### src/rtl/vpp_meter.sv
// Peak-to-peak meter: per-window max/min of 8-bit ADC codes, scaled to mV by a restoring divider.
// Optional VPP_METER_AVG_EN: output is the mean of the last four divider results (one extra cycle of latency).
module vpp_meter #(
    parameter int WIN_LEN = 4096
) (
    input  logic        iclk,
    input  logic        irst,
    input  logic        isample_valid,
    input  logic [7:0]  isample,
    output logic [15:0] ovpp_mv,
    output logic        ovpp_valid,
    output logic [7:0]  omax,
    output logic [7:0]  omin,
    output logic        obusy
);

    localparam logic [1:0]  ST_IDLE  = 2'd0;
    localparam logic [1:0]  ST_LOAD  = 2'd1;
    localparam logic [1:0]  ST_DIV   = 2'd2;
    localparam logic [1:0]  ST_DONE  = 2'd3;

    localparam logic [15:0] WIN_LAST  = 16'(WIN_LEN - 1);
    localparam logic [19:0] FULL_MV   = 20'd3300;
    localparam logic [19:0] ROUND_ADD = 20'd127;
    localparam logic [8:0]  CODE_SPAN = 9'd255;
    localparam logic [4:0]  ITER_LAST = 5'd19;

    // ------------------------------------------------------------------
    // Acquisition: window counter and running extremes
    // ------------------------------------------------------------------
    logic [15:0] win_cnt_reg;
    logic [7:0]  run_max_reg;
    logic [7:0]  run_min_reg;
    logic [7:0]  max_next;
    logic [7:0]  min_next;
    logic        win_first;
    logic        win_close;

    always_comb begin
        win_first = (win_cnt_reg == 16'd0);
        win_close = isample_valid && (win_cnt_reg == WIN_LAST);
        max_next  = (win_first || (isample > run_max_reg)) ? isample : run_max_reg;
        min_next  = (win_first || (isample < run_min_reg)) ? isample : run_min_reg;
    end

    always_ff @(posedge iclk) begin
        if (irst) begin
            win_cnt_reg <= 16'd0;
            run_max_reg <= 8'd0;
            run_min_reg <= 8'd0;
        end else if (isample_valid) begin
            win_cnt_reg <= win_close ? 16'd0 : win_cnt_reg + 16'd1;
            run_max_reg <= max_next;
            run_min_reg <= min_next;
        end
    end

    // ------------------------------------------------------------------
    // Divider FSM: quotient bits shift into num_reg as numerator bits leave
    // ------------------------------------------------------------------
    logic [1:0]  state_reg;
    logic [7:0]  diff_reg;
    logic [7:0]  omax_reg;
    logic [7:0]  omin_reg;
    logic [19:0] num_reg;
    logic [7:0]  rem_reg;
    logic [4:0]  iter_reg;

    logic [8:0]  rem_shift;
    logic        rem_ge;
    logic [7:0]  rem_step;
    logic [19:0] num_step;

    always_comb begin
        rem_shift = {rem_reg, num_reg[19]};
        rem_ge    = (rem_shift >= CODE_SPAN);
        rem_step  = rem_ge ? 8'(rem_shift - CODE_SPAN) : rem_shift[7:0];
        num_step  = {num_reg[18:0], rem_ge};
    end

    always_ff @(posedge iclk) begin
        if (irst) begin
            state_reg <= ST_IDLE;
            diff_reg  <= 8'd0;
            omax_reg  <= 8'd0;
            omin_reg  <= 8'd0;
            num_reg   <= 20'd0;
            rem_reg   <= 8'd0;
            iter_reg  <= 5'd0;
        end else begin
            case (state_reg)
                ST_IDLE: begin
                    // A close while the divider is busy is simply not seen here
                    if (win_close) begin
                        omax_reg  <= max_next;
                        omin_reg  <= min_next;
                        diff_reg  <= max_next - min_next;
                        state_reg <= ST_LOAD;
                    end
                end
                ST_LOAD: begin
                    num_reg   <= 20'(diff_reg) * FULL_MV + ROUND_ADD;
                    rem_reg   <= 8'd0;
                    iter_reg  <= 5'd0;
                    state_reg <= ST_DIV;
                end
                ST_DIV: begin
                    num_reg  <= num_step;
                    rem_reg  <= rem_step;
                    iter_reg <= iter_reg + 5'd1;
                    if (iter_reg == ITER_LAST) begin
                        state_reg <= ST_DONE;
                    end
                end
                default: begin
                    state_reg <= ST_IDLE;
                end
            endcase
        end
    end

    logic        div_done;
    logic [15:0] quotient;

    assign div_done = (state_reg == ST_DONE);
    assign quotient = num_reg[15:0];

    // ------------------------------------------------------------------
    // Output stage
    // ------------------------------------------------------------------
    logic [15:0] vpp_mv_reg;
    logic        vpp_valid_reg;

`ifdef VPP_METER_AVG_EN
    logic [15:0] hist_reg  [4];
    logic [15:0] hist_next [4];
    logic        primed_reg;
    logic        avg_pend_reg;
    logic [17:0] hist_sum;
    logic [15:0] hist_avg;

    // Before the first result every slot takes the new value so the average starts settled
    generate
        for (genvar gi = 0; gi < 4; gi++) begin : g_hist
            if (gi == 0) begin : g_head
                assign hist_next[gi] = quotient;
            end else begin : g_tail
                assign hist_next[gi] = primed_reg ? hist_reg[gi-1] : quotient;
            end
        end
    endgenerate

    always_comb begin
        hist_sum = 18'(hist_reg[0]) + 18'(hist_reg[1]) + 18'(hist_reg[2]) + 18'(hist_reg[3]);
        hist_avg = 16'(hist_sum >> 2);
    end

    always_ff @(posedge iclk) begin
        if (irst) begin
            for (int i = 0; i < 4; i++) begin
                hist_reg[i] <= 16'd0;
            end
            primed_reg    <= 1'b0;
            avg_pend_reg  <= 1'b0;
            vpp_mv_reg    <= 16'd0;
            vpp_valid_reg <= 1'b0;
        end else begin
            avg_pend_reg  <= div_done;
            vpp_valid_reg <= avg_pend_reg;
            if (div_done) begin
                for (int i = 0; i < 4; i++) begin
                    hist_reg[i] <= hist_next[i];
                end
                primed_reg <= 1'b1;
            end
            if (avg_pend_reg) begin
                vpp_mv_reg <= hist_avg;
            end
        end
    end
`else
    always_ff @(posedge iclk) begin
        if (irst) begin
            vpp_mv_reg    <= 16'd0;
            vpp_valid_reg <= 1'b0;
        end else begin
            vpp_valid_reg <= div_done;
            if (div_done) begin
                vpp_mv_reg <= quotient;
            end
        end
    end
`endif

    assign ovpp_mv    = vpp_mv_reg;
    assign ovpp_valid = vpp_valid_reg;
    assign omax       = omax_reg;
    assign omin       = omin_reg;
    assign obusy      = (state_reg != ST_IDLE);

endmodule
### config.mk
export PLATFORM = sky130hd
export DESIGN_NAME = vpp_meter
export DESIGN_NICKNAME = d
export VERILOG_FILES = /design/src/rtl/vpp_meter.sv
export SDC_FILE = /design/constraint.sdc
export NUM_CORES = 1
export LEC_CHECK = 0
export BUFFER_PORTS_ARGS = -buffer_cell sky130_fd_sc_hd__buf_4
export CELL_PAD_IN_SITES_DETAIL_PLACEMENT = 1
export CELL_PAD_IN_SITES_GLOBAL_PLACEMENT = 2
export CORE_ASPECT_RATIO = 0.7
export CORE_MARGIN = 10
export CORE_UTILIZATION = 40
export CTS_BUF_LIST = sky130_fd_sc_hd__clkbuf_8
export DETAILED_ROUTE_END_ITERATION = 6
export MAX_ROUTING_LAYER = met4
export PLACE_DENSITY = 0.81
export SLEW_MARGIN = 25
export SYNTH_ARGS = -nofsm -noshare
export SYNTH_HDL_FRONTEND = slang
export SYNTH_SLANG_ARGS = --single-unit
export TNS_END_PERCENT = 50
### constraint.sdc
create_clock -name iclk -period 9 [get_ports iclk]
set_input_delay 1.8 -clock iclk [delete_from_list [all_inputs] [get_ports iclk]]
set_output_delay 1.8 -clock iclk [all_outputs]
set_load 0.005 [all_outputs]
==> summary.md, run 1 <==
| Metric | Value |
|---|---|
| Status | `complete, no violations` |
| Initial antenna violation count | `0` |
| Final #Nets | `911` |
| Clock-pin slew on the worst setup and hold paths | `110 ps` |
| Total CTS buffers | `9` |
| DR vias/cell | `5.39` |
| Worst skew pair latency | `400 ps` |
| Post-synthesis xor/xnor area fraction | `6.17%` |
| Hold depth | `2` |
| Synth Cell Area | `6810 um2` |
| Cts repair resizes | `0` |
| Ant. Diodes | `0` |
| Nature of the critical path startpoint | `flip-flop` |
| Post-synthesis mux area share | `5.31%` |
| Number of synthesis warnings | `0` |
| Worst EP arrival | `5690 ps` |
| Post-synth top flop | `dfxtp_1` |
| Clk root buf | `clkbuf_8` |
| Met2 Usage GRT | `24.9%` |
| Pwr per Cell Area | `121 nW/um2` |
| Slew @ Worst Pin | `767 ps` |
| Core ar. | `16500 um2` |
| Fmax | `185 MHz` |
| Setup TNS | `0 ps` |
| Via count | `5614` |
| Crit share post-route | `60.0%` |
| P_sw | `0.263 mW` |
| Fin Clk Skew | `18.8 ps` |
| Remaining DRCs | `0` |
| Clock Path Buffers | `2` |
| Final Hold Fails | `0` |
| Share of power burned in registers | `53.9%` |
| GRT Residual Overflow | `0` |
| Final WS setup | `3600 ps` |
| Max FFs per register | `20` |
| Comb pwr share | `12.5%` |
| Post-CTS Setup Repair Bufs | `0` |
| Synth Register Bits | `108` |
| Die ar. | `22700 um2` |
| Main combinational cell family by area after synthesis | `adder cells` |
| Cells after Synth | `784` |
| CTS tree | `done` |
| Peak supply drop | `0.0655 mV` |
| Compound-Gate Fraction of Synth Area | `15.8%` |
| Minimum clock period | `5400 ps` |
| Setup CP Type | `flip-flop to flip-flop` |
| R2r worst-path depth | `15` |
| Clock sinks | `108` |
| Critical Path End Type | `flip-flop` |
| Syn_area_per_cell | `8.68 um2` |
| EDFF count, synth | `0` |
| Internal power | `0.645 mW` |
| Sw frac | `29.0%` |
| Max_cap viols | `0` |
| Max-slew headroom | `48.6%` |
| DR WL/cell | `17.2 um` |
| Gr usage total | `16.6%` |
| Synth cell types | `62` |
| Cts hold-fix bufs | `0` |
| Die X | `176 um` |
| Syn_nets | `884` |
| Pre-CTS setup slack | `3500 ps` |
| Register area share after synthesis | `31.8%` |
| Slew Limit Fails | `0` |
| Synth async-reset ratio | `0%` |
| Fin util | `45.7%` |
| Critical Path RT | `9300 ps` |
| HP Class | `flip-flop to flip-flop` |
| Post-Synth Simple-Gate Area | `17.6%` |
| IO Port Bufs | `44` |
| Final setup fails | `0` |
| RSZ-0062 raised after global routing | `false` |
| RePlAce Congestion | `0.852` |
| DP Wirelength | `13.6 mm` |
| Most Crowded Layer GR | `met2` |
| Clock power share | `33.6%` |
| First-pass GRT wire length | `30.3 mm` |
| Met1 Usage GRT | `22.7%` |
| Adder-cell area share of the yosys netlist | `18.3%` |
| Initial Util | `41.3%` |
| Pin count of the biggest net entering global routing | `50` |
| DRT Pass-1 Iters | `4` |
| Static Leakage | `3.23 nW` |
| # rows | `39` |
| Drt first-iter violations | `298` |
| Layout area overhead | `10.7%` |
| Peak fanout along the critical path | `9` |
| Die height | `129 um` |
| Final ANT Viol Nets | `0` |
| Post-Route WL | `17.9 mm` |
| Met3 global-route usage | `3.42%` |
| Vias in the first global route | `5836` |
| Layout cells sized above 1 | `9.19%` |
| H-tree depth | `3` |
| Io pins | `45` |
## per-stage QoR
stage	std cells	power, mW	instance area [um2]	hold slack (ps)
CTS	1041	0.923	7530	453
finish	1041	0.908	7530	452
detailed placement	1025	0.613	7330	436
global placement	1025	0.609	7330	436
floorplan	784	0.581	6810	421
global route	1041	0.958	7530	500
## worst paths after layout
check                                              start  slack, ps                       end
worst min register to register  num_reg[16]$_SDFFE_PP0P_        450  num_reg[16]$_SDFFE_PP0P_
worst max register to register  diff_reg[2]$_SDFFE_PP0P_       3600  num_reg[17]$_SDFFE_PP0P_
worst min-delay path            num_reg[16]$_SDFFE_PP0P_        450  num_reg[16]$_SDFFE_PP0P_
worst max-delay path            diff_reg[2]$_SDFFE_PP0P_       3600  num_reg[17]$_SDFFE_PP0P_
## synthesized netlist by cell type (all sizes together) (2+ instances only)
master	instances	area, um2
a2111oi	3	47.6
a211o	4	35.0
a211oi	37	283
a21o	8	60.1
a21oi	32	160
a22o	2	17.5
a22oi	10	75.1
a311oi	5	43.8
and2	2	15.0
and3	5	31.3
and4	2	17.5
buf	5	20.0
clkbuf	27	101
dfxtp	108	2160
fa	18	360
ha	71	888
inv	58	218
mux2i	35	350
nand2	53	201
nand2b	9	56.3
nand3	11	55.1
nand3b	2	15.0
nand4	14	87.6
nor2	118	443
nor2b	9	56.3
nor3	10	50.1
nor3b	4	30.0
nor4	4	25.0
o211ai	2	15.0
o21a	6	45.0
o21ai	28	140
o22ai	3	18.8
o31ai	4	30.0
or3	6	42.5
or4	3	22.5
xnor2	22	193
xor2	26	228
## final cells by class
type	instances	area, um2
clock inverters	6	62.6
fillers	1956	8960
multi-input cells	585	4310
flip-flops and latches	108	2160
clock buffers	10	138
repair buffers	48	360
well taps	225	282
inverters	59	221
## logic make-up after synthesis
family	Yosys count
DFF	108
adders and majority gates	89
AOI/OAI and AO/OA	156
xor gates and xnor gates	48
buffers and inverters	91
muxes	36
and+or+nand+nor	256
## metal layers
metal / part of all wire [%] / up-vias
met5: 0 / -
met4: 0.63 / 0
met3: 2.1 / 11
met2: 44 / 43
met1: 54 / 2771
li1: - / 2789
## critical path, cell delays in order (launching register included)
cell	delay (ps)
dfxtp_1	610
ha_1	360
ha_1	290
inv_1	50
fa_1	490
fa_1	550
inv_1	70
fa_1	490
a211oi_2	300
o21bai_1	140
a2111oi_1	500
o21ai_0	300
a2111oi_4	500
a21boi_1	120
o31a_1	310
a22o_1	230
## power groups by stage
stage	Combinational [mW]	Sequential (mW)	Clock [mW]
6_report	0.114	0.490	0.305
3_3_place_gp	0.108	0.500	0
5_1_grt	0.128	0.491	0.339
3_5_place_dp	0.113	0.500	0
4_1_cts	0.115	0.490	0.318
2_1_floorplan	0.0826	0.499	0
## cell usage in the layout, fill, tap and decap left out, drive strengths merged, types with 3 or more instances in the layout
cell type	synthesis	final
o21a	6	6
nand4	14	14
nor3b	4	4
dfxtp	108	108
o21ai	28	28
clkbuf	27	10
o31ai	4	4
o22ai	3	3
nor3	10	10
nor4	4	4
xnor2	22	22
mux2i	35	35
clkinv	1	3
a21oi	32	32
nand3	11	11
or4	3	3
inv	58	62
ha	71	71
and3	5	5
fa	18	18
buf	5	48
nor2b	9	9
a311oi	5	5
a22oi	10	10
a211oi	37	37
a21o	8	8
or3	6	6
nand2	53	53
a211o	4	4
nor2	118	118
nand2b	9	9
xor2	26	26
a2111oi	3	3
Note: power is estimated with default switching activity, not from simulation.
==> run 2: changes to the inputs <==
--- a/config.mk
+++ b/config.mk
@@ -10,11 +10,11 @@
 export CELL_PAD_IN_SITES_GLOBAL_PLACEMENT = 2
 export CORE_ASPECT_RATIO = 0.7
 export CORE_MARGIN = 10
-export CORE_UTILIZATION = 40
+export CORE_UTILIZATION = 35
 export CTS_BUF_LIST = sky130_fd_sc_hd__clkbuf_8
 export DETAILED_ROUTE_END_ITERATION = 6
 export MAX_ROUTING_LAYER = met4
-export PLACE_DENSITY = 0.81
+export PLACE_DENSITY = 0.75
 export SLEW_MARGIN = 25
 export SYNTH_ARGS = -nofsm -noshare
 export SYNTH_HDL_FRONTEND = slang
==> constraint.sdc (replaced) <==
create_clock -name iclk -period 4.76 [get_ports iclk]
set_input_delay 0.952 -clock iclk [delete_from_list [all_inputs] [get_ports iclk]]
set_output_delay 0.952 -clock iclk [all_outputs]
set_load 0.005 [all_outputs]
==> run 2 against run 1 <==
Routed wire length increased by 5.8%. Maximum frequency rose by 17%. Clock skew shrank 2.8 ps. Worst setup slack worse by 3500 ps. Clock power increased by 93%. First-iteration DRC count decreased by 22%. Sequential power up 89%. Design area rose by 5.8%. Non-clock buffer count grew 32.
==> summary.md, run 2 (same netlist as run 1, synthesis figures left out) <==
| Metric | Value |
|---|---|
| Worst path slowest cell | `fa_1` |
| CTS tree | `done` |
| Cts hold-fix bufs | `0` |
| Die height | `137 um` |
| Clock Path Buffers | `2` |
| Layout cells sized above 1 | `15.4%` |
| Gr usage total | `15.3%` |
| R2r endpoint | `num_reg[17]$_SDFFE_PP0P_` |
| RePlAce Congestion | `0.817` |
| Vias in the first global route | `6008` |
| Final ANT Viol Nets | `0` |
| Most Crowded Layer GR | `met2` |
| Nature of the critical path startpoint | `flip-flop` |
| Total CTS buffers | `9` |
| Max FFs per register | `20` |
| Core ar. | `19000 um2` |
| Critical Path End Type | `flip-flop` |
| Drt first-iter violations | `232` |
| R2r worst-path depth | `17` |
| Final WS setup | `137 ps` |
| Worst Setup EP | `num_reg[17]$_SDFFE_PP0P_` |
| Final Hold Fails | `0` |
| HP Class | `flip-flop to flip-flop` |
| GRT Residual Overflow | `0` |
| Fmax | `216 MHz` |
| Most frequent CP cell | `fa_1` |
| Crit path from | `diff_reg[7]$_SDFFE_PP0P_` |
| Worst hold margin | `477 ps` |
| Worst R2R Start | `diff_reg[7]$_SDFFE_PP0P_` |
| Setup CP Type | `flip-flop to flip-flop` |
| First-pass GRT wire length | `31.2 mm` |
| Pin count of the biggest net entering global routing | `63` |
| Via count | `5722` |
| Met3 global-route usage | `2.80%` |
| DR WL/cell | `17.0 um` |
| DP Wirelength | `14.3 mm` |
| DRT Pass-1 Iters | `4` |
| Peak supply drop | `0.118 mV` |
| Most frequent cells in the layout | `nor2_1, dfxtp_1, buf_4` |
| Met2 Usage GRT | `22.9%` |
| Fin Clk Skew | `15.9 ps` |
| Status | `complete, no violations` |
| Critical Path RT | `5060 ps` |
| Final #Nets | `943` |
| Clock-pin slew on the worst setup and hold paths | `120 ps` |
| Remaining DRCs | `0` |
| Crit share post-route | `97.1%` |
| Worst EP arrival | `4920 ps` |
| Die ar. | `25500 um2` |
| DR vias/cell | `5.15` |
| Post-Route WL | `18.9 mm` |
| Layout area overhead | `17.1%` |
| Max-slew headroom | `44.9%` |
| Final setup fails | `0` |
| # rows | `42` |
| Minimum clock period | `4620 ps` |
| Initial Util | `35.8%` |
| Die X | `187 um` |
| Slew Limit Fails | `0` |
| Max_cap viols | `0` |
| Clock sinks | `108` |
| RSZ-0062 raised after global routing | `true` |
| Pwr per Cell Area | `218 nW/um2` |
| Commonest non-fill, non-tap cell in the layout | `nor2_1` |
| H-tree depth | `3` |
| Crit path largest cell delay | `540 ps` |
| Ant. Diodes | `0` |
| Io pins | `45` |
| Clk root buf | `clkbuf_8` |
| Pre-CTS setup slack | `-154 ps` |
| Worst skew pair latency | `390 ps` |
| Initial antenna violation count | `0` |
| FF-to-FF setup slack | `140 ps` |
| Met1 Usage GRT | `20.8%` |
| Slew @ Worst Pin | `823 ps` |
| Peak fanout along the critical path | `6` |
| Critical path cell sequence | `fa_1, inv_1, fa_1, inv_2, fa_1, inv_1, fa_1, inv_2, ha_4, nor3b_4, a221o_1, a211oi_2, or3b_4, a2111oi_4, a21boi_1, o31a_1, a22o_1` |
| Static Leakage | `3.40 nW` |
| IO Port Bufs | `44` |
run 2: cell types whose count changed in the layout (fill, tap and decap cells not counted), sizes merged:
cell | previous run | this run
clkinvlp | 0 | 1
clkbuf | 10 | 9
inv | 62 | 61
clkinv | 3 | 4
buf | 48 | 80
run 2: how the worst min path moves through the flow:
stage                                   startpoint                        to  slack [ps]  depth (start not counted)
final                     num_reg[16]$_SDFFE_PP0P_  num_reg[16]$_SDFFE_PP0P_         480                          2
after detailed placement  num_reg[16]$_SDFFE_PP0P_  num_reg[16]$_SDFFE_PP0P_         470                          2
after global routing      num_reg[16]$_SDFFE_PP0P_  num_reg[16]$_SDFFE_PP0P_         510                          2
after floorplan           num_reg[16]$_SDFFE_PP0P_  num_reg[16]$_SDFFE_PP0P_         420                          2
after global placement    num_reg[16]$_SDFFE_PP0P_  num_reg[16]$_SDFFE_PP0P_         430                          2
after CTS                 num_reg[16]$_SDFFE_PP0P_  num_reg[16]$_SDFFE_PP0P_         480                          2
run 2: final cells by class:
class / count / area, um2
Inverter: 59 / 221
Fill cell: 2273 / 11100
Sequential cell: 108 / 2170
Multi-Input combinational cell: 585 / 4440
Clock inverter: 7 / 80.1
Tap cell: 264 / 330
Clock buffer: 9 / 124
Timing Repair Buffer: 80 / 613
run 2: power by group:
part	total, mW	leakage (nW)	internal (mW)	switching (mW)
combinational	0.225	2.42	0.0916	0.133
sequential	0.926	0.875	0.916	0.00981
clock	0.588	0.0994	0.210	0.378
total	1.74	3.40	1.22	0.521
run 2: timing repair:
action	CTS	global route
buffers inserted	2	1
setup endpoints to repair	6	6
resized for setup	17	11
pin swaps	15	8
gates cloned	0	0
run 2: metrics by stage:
step	std cells	area, um2	setup TNS, ps	utilization (%)	power, mW
finish	1112	7970	0	41.9	1.74
global placement	1093	7610	-30.9	40.0	1.17
CTS	1111	7910	0	41.6	1.77
global route	1112	7970	-69.8	41.9	1.84
detailed placement	1093	7610	-501	40.0	1.17
floorplan	784	6810	0	-	1.10
run 2: routing by layer:
layer / share of wire, % / vias up
met1: 54 / 2803
li1: - / 2849
met5: 0 / -
met3: 2.4 / 7
met2: 43 / 63
met4: 0.69 / 0
run 2: critical path, delay by kind of cell (launching register included):
family,cells,cell delay [ps]
flip-flops,1,350
AO/OA/AOI/OAI,6,1090
AND/OR/NAND/NOR,2,600
buffers and inverters,4,190
adder cells (fa/ha/maj),5,2310
==> run 3: changes to the inputs <==
--- a/config.mk
+++ b/config.mk
@@ -5,16 +5,18 @@
 export SDC_FILE = /design/constraint.sdc
 export NUM_CORES = 1
 export LEC_CHECK = 0
+export ABC_AREA = 1
 export BUFFER_PORTS_ARGS = -buffer_cell sky130_fd_sc_hd__buf_4
 export CELL_PAD_IN_SITES_DETAIL_PLACEMENT = 1
 export CELL_PAD_IN_SITES_GLOBAL_PLACEMENT = 2
 export CORE_ASPECT_RATIO = 0.7
 export CORE_MARGIN = 10
-export CORE_UTILIZATION = 35
+export CORE_UTILIZATION = 33
 export CTS_BUF_LIST = sky130_fd_sc_hd__clkbuf_8
+export CTS_CLUSTER_SIZE = 12
 export DETAILED_ROUTE_END_ITERATION = 6
 export MAX_ROUTING_LAYER = met4
-export PLACE_DENSITY = 0.75
+export PLACE_DENSITY = 0.76
 export SLEW_MARGIN = 25
 export SYNTH_ARGS = -nofsm -noshare
 export SYNTH_HDL_FRONTEND = slang
==> run 3 against run 2 <==
First-iteration DRC count is 0.43% lower. Core utilization is 4.1 points lower. Critical path depth grew 7. Die area rose by 8.8%. Routed wire length up 1.5%. Sequential cell count unchanged. Global-route usage is 0.78 points lower. Register-to-register slack improved by 300 ps. Critical path type unchanged. Critical endpoint is now num_reg[19]$_SDFFE_PP0P_. Largest cell class unchanged. Largest power group unchanged.
==> summary.md, run 3 <==
| Metric | Value |
|---|---|
| Share of power burned in registers | `43.7%` |
| Peak fanout along the critical path | `6` |
| Number of synthesis warnings | `0` |
| DP Cell Count | `1282` |
| Static Leakage | `3.86 nW` |
| Most frequent CP cell | `nand2_1` |
| P_sw | `0.883 mW` |
| Crit path from | `diff_reg[5]$_SDFFE_PP0P_` |
| RePlAce Congestion | `0.806` |
| Final ANT Viol Nets | `0` |
| Synth top area share | `30.6%` |
| Layout cells sized above 1 | `9.29%` |
| # rows | `44` |
| Setup CP Type | `flip-flop to flip-flop` |
| Die height | `142 um` |
| Die X | `195 um` |
| DR WL/cell | `14.8 um` |
| Synth async-reset ratio | `0%` |
| Pin count of the biggest net entering global routing | `49` |
| Peak supply drop | `0.182 mV` |
| Pwr Total | `2.31 mW` |
| Internal power | `1.42 mW` |
| Drt first-iter violations | `231` |
| Slew @ Worst Pin | `819 ps` |
| Area contributors post-synth | `dfxtp_1, ha_1, nand2_1, inv_1, fa_1` |
| Die ar. | `27800 um2` |
| Syn_nets | `1080` |
| RSZ-0062 raised after global routing | `false` |
| Fmax | `231 MHz` |
| EDFF count, synth | `0` |
| Via count | `6206` |
| Vias in the first global route | `6178` |
| Layout Cells excl Fill | `1299` |
| Post-CTS Setup Repair Bufs | `0` |
| Worst R2R Start | `diff_reg[5]$_SDFFE_PP0P_` |
| Cells after Synth | `980` |
| Comb pwr share | `31.9%` |
| GRT Residual Overflow | `0` |
| Final Hold Fails | `0` |
| Synth Cell Area | `7070 um2` |
| Synth Register Bits | `108` |
| Cts hold-fix bufs | `0` |
| Critical Path End Type | `flip-flop` |
| Clock-pin slew on the worst setup and hold paths | `110 ps` |
| Clock sinks | `108` |
| Initial Util | `33.9%` |
| Final #Nets | `1118` |
| H-tree depth | `3` |
| Synth top cells by count | `nand2_1, inv_1, dfxtp_1` |
| Commonest non-fill, non-tap cell in the layout | `nand2_1` |
| Setup TNS | `0 ps` |
| Critical path cell sequence | `fa_1, inv_1, fa_1, inv_1, fa_1, inv_1, fa_1, inv_1, ha_1, nand2_1, inv_1, nand2_1, nand2_1, inv_1, nand2_1, nand2_1, nand2_1, nor2_1, nand2_2, nor2_2, nand2_1, nand2_1, nand3_1, a21oi_1` |
| Worst EP arrival | `4660 ps` |
| Gr usage total | `14.5%` |
| Total CTS buffers | `9` |
| Worst Min Path Start | `rem_reg[7]$_SDFFE_PP0P_` |
| Post-Route WL | `19.2 mm` |
| Core ar. | `20900 um2` |
| CTS tree | `done` |
| Minimum clock period | `4320 ps` |
| Initial antenna violation count | `0` |
| Fin Clk Skew | `15.1 ps` |
| Top cell type by total area after synthesis | `dfxtp_1` |
| Worst skew pair latency | `410 ps` |
| Nature of the critical path startpoint | `flip-flop` |
| Most frequent cells in the layout | `nand2_1, inv_1, dfxtp_1` |
| Final Cell Area | `7890 um2` |
| Max FFs per register | `20` |
| Ant. Diodes | `0` |
| DP Wirelength | `15.0 mm` |
| Crit share post-route | `90.8%` |
| DR vias/cell | `4.78` |
| Status | `complete, no violations` |
| Io pins | `45` |
| Crit path largest cell delay | `530 ps` |
| Layout area overhead | `11.6%` |
| Max-slew headroom | `45.4%` |
| Critical Path RT | `5090 ps` |
| HP Class | `flip-flop to flip-flop` |
| Sw frac | `38.3%` |
| Register area share after synthesis | `30.6%` |
| Remaining DRCs | `0` |
| Cts repair resizes | `0` |
| Clk root buf | `clkbuf_8` |
| Max_cap viols | `0` |
| DP Area | `7670 um2` |
| Synth cell types | `45` |
| Clock Path Buffers | `2` |
| Post-synth top flop | `dfxtp_1` |
| Clock power share | `24.3%` |
| Top-count cell post-synth | `nand2_1` |
| Final setup fails | `0` |
| Slew Limit Fails | `0` |
| First-pass GRT wire length | `32.4 mm` |
| Syn_area_per_cell | `7.21 um2` |
| Pwr per Cell Area | `292 nW/um2` |
| DRT Pass-1 Iters | `4` |
| IO Port Bufs | `44` |
| Fillcell total | `2638` |
| Worst path slowest cell | `fa_1` |
-- run 3: kinds of logic (layout without fill, tap and decap cells) --
family          after synthesis  count (layout)  synth area share (%)
fa+ha+maj                    89              89                  17.7
compound gates              189             189                  15.4
flops                       108             108                  30.6
xor+xnor                     16              16                  1.98
simple gates                376             376                  23.0
buf+inv                     202             245                  11.4
-- run 3: path summary, 6_finish.rpt --
path / endpoint / slack, ps / cells after the start
worst max-delay path: num_reg[19]$_SDFFE_PP0P_ / 440 / 24
worst min-delay path: rem_reg[7]$_SDFFE_PP0P_ / 480 / 2
worst max register to register: num_reg[19]$_SDFFE_PP0P_ / 440 / 24
worst min register to register: rem_reg[7]$_SDFFE_PP0P_ / 480 / 2
-- run 3: worst max-delay path, delay by kind of cell (launching register included) --
kind | cells | cell delay [ps]
flops | 1 | 370
compound gates | 1 | 120
buf+inv | 6 | 330
fa+ha+maj | 5 | 2360
simple gates | 12 | 1090
-- run 3: per-stage QoR --
stage | hold WS (ps) | setup slack (ps) | utilization, %
final | 476 | 439 | 37.8
after global routing | 504 | 25.7 | 37.8
after CTS | 485 | 359 | 37.7
after detailed placement | 468 | 385 | 36.7
after global placement | 449 | 455 | 36.7
after floorplan | 434 | 713 | -
-- run 3: final cells by class --
cell class | count | area (um2) | share of cell area (%)
multi-input cells | 670 | 4100 | 52.0
well taps | 276 | 345 | 4.38
inverters | 175 | 657 | 8.33
clock inverters | 6 | 52.6 | 0.666
clock buffers | 10 | 138 | 1.75
repair buffers | 54 | 425 | 5.39
flip-flops and latches | 108 | 2160 | 27.4
-- run 3: per-layer routing --
metal	vias to the layer above	wire length, um	track usage [%]
li1	3261	-	-
met1	2877	10800	21.1
met2	61	7600	19.9
met3	7	639	3.11
met4	0	136	2.64
met5	-	0	-
-- run 3: power groups by stage --
| stage | registers, mW | logic (mW) | clock network, mW |
|---|---|---|---|
| 2_1_floorplan | 1.02 | 0.514 | 0 |
| 6_report | 1.01 | 0.737 | 0.562 |
| 4_1_cts | 1.01 | 0.749 | 0.588 |
| 3_3_place_gp | 1.03 | 0.739 | 0 |
| 5_1_grt | 1.02 | 0.833 | 0.632 |
| 3_5_place_dp | 1.03 | 0.741 | 0 |
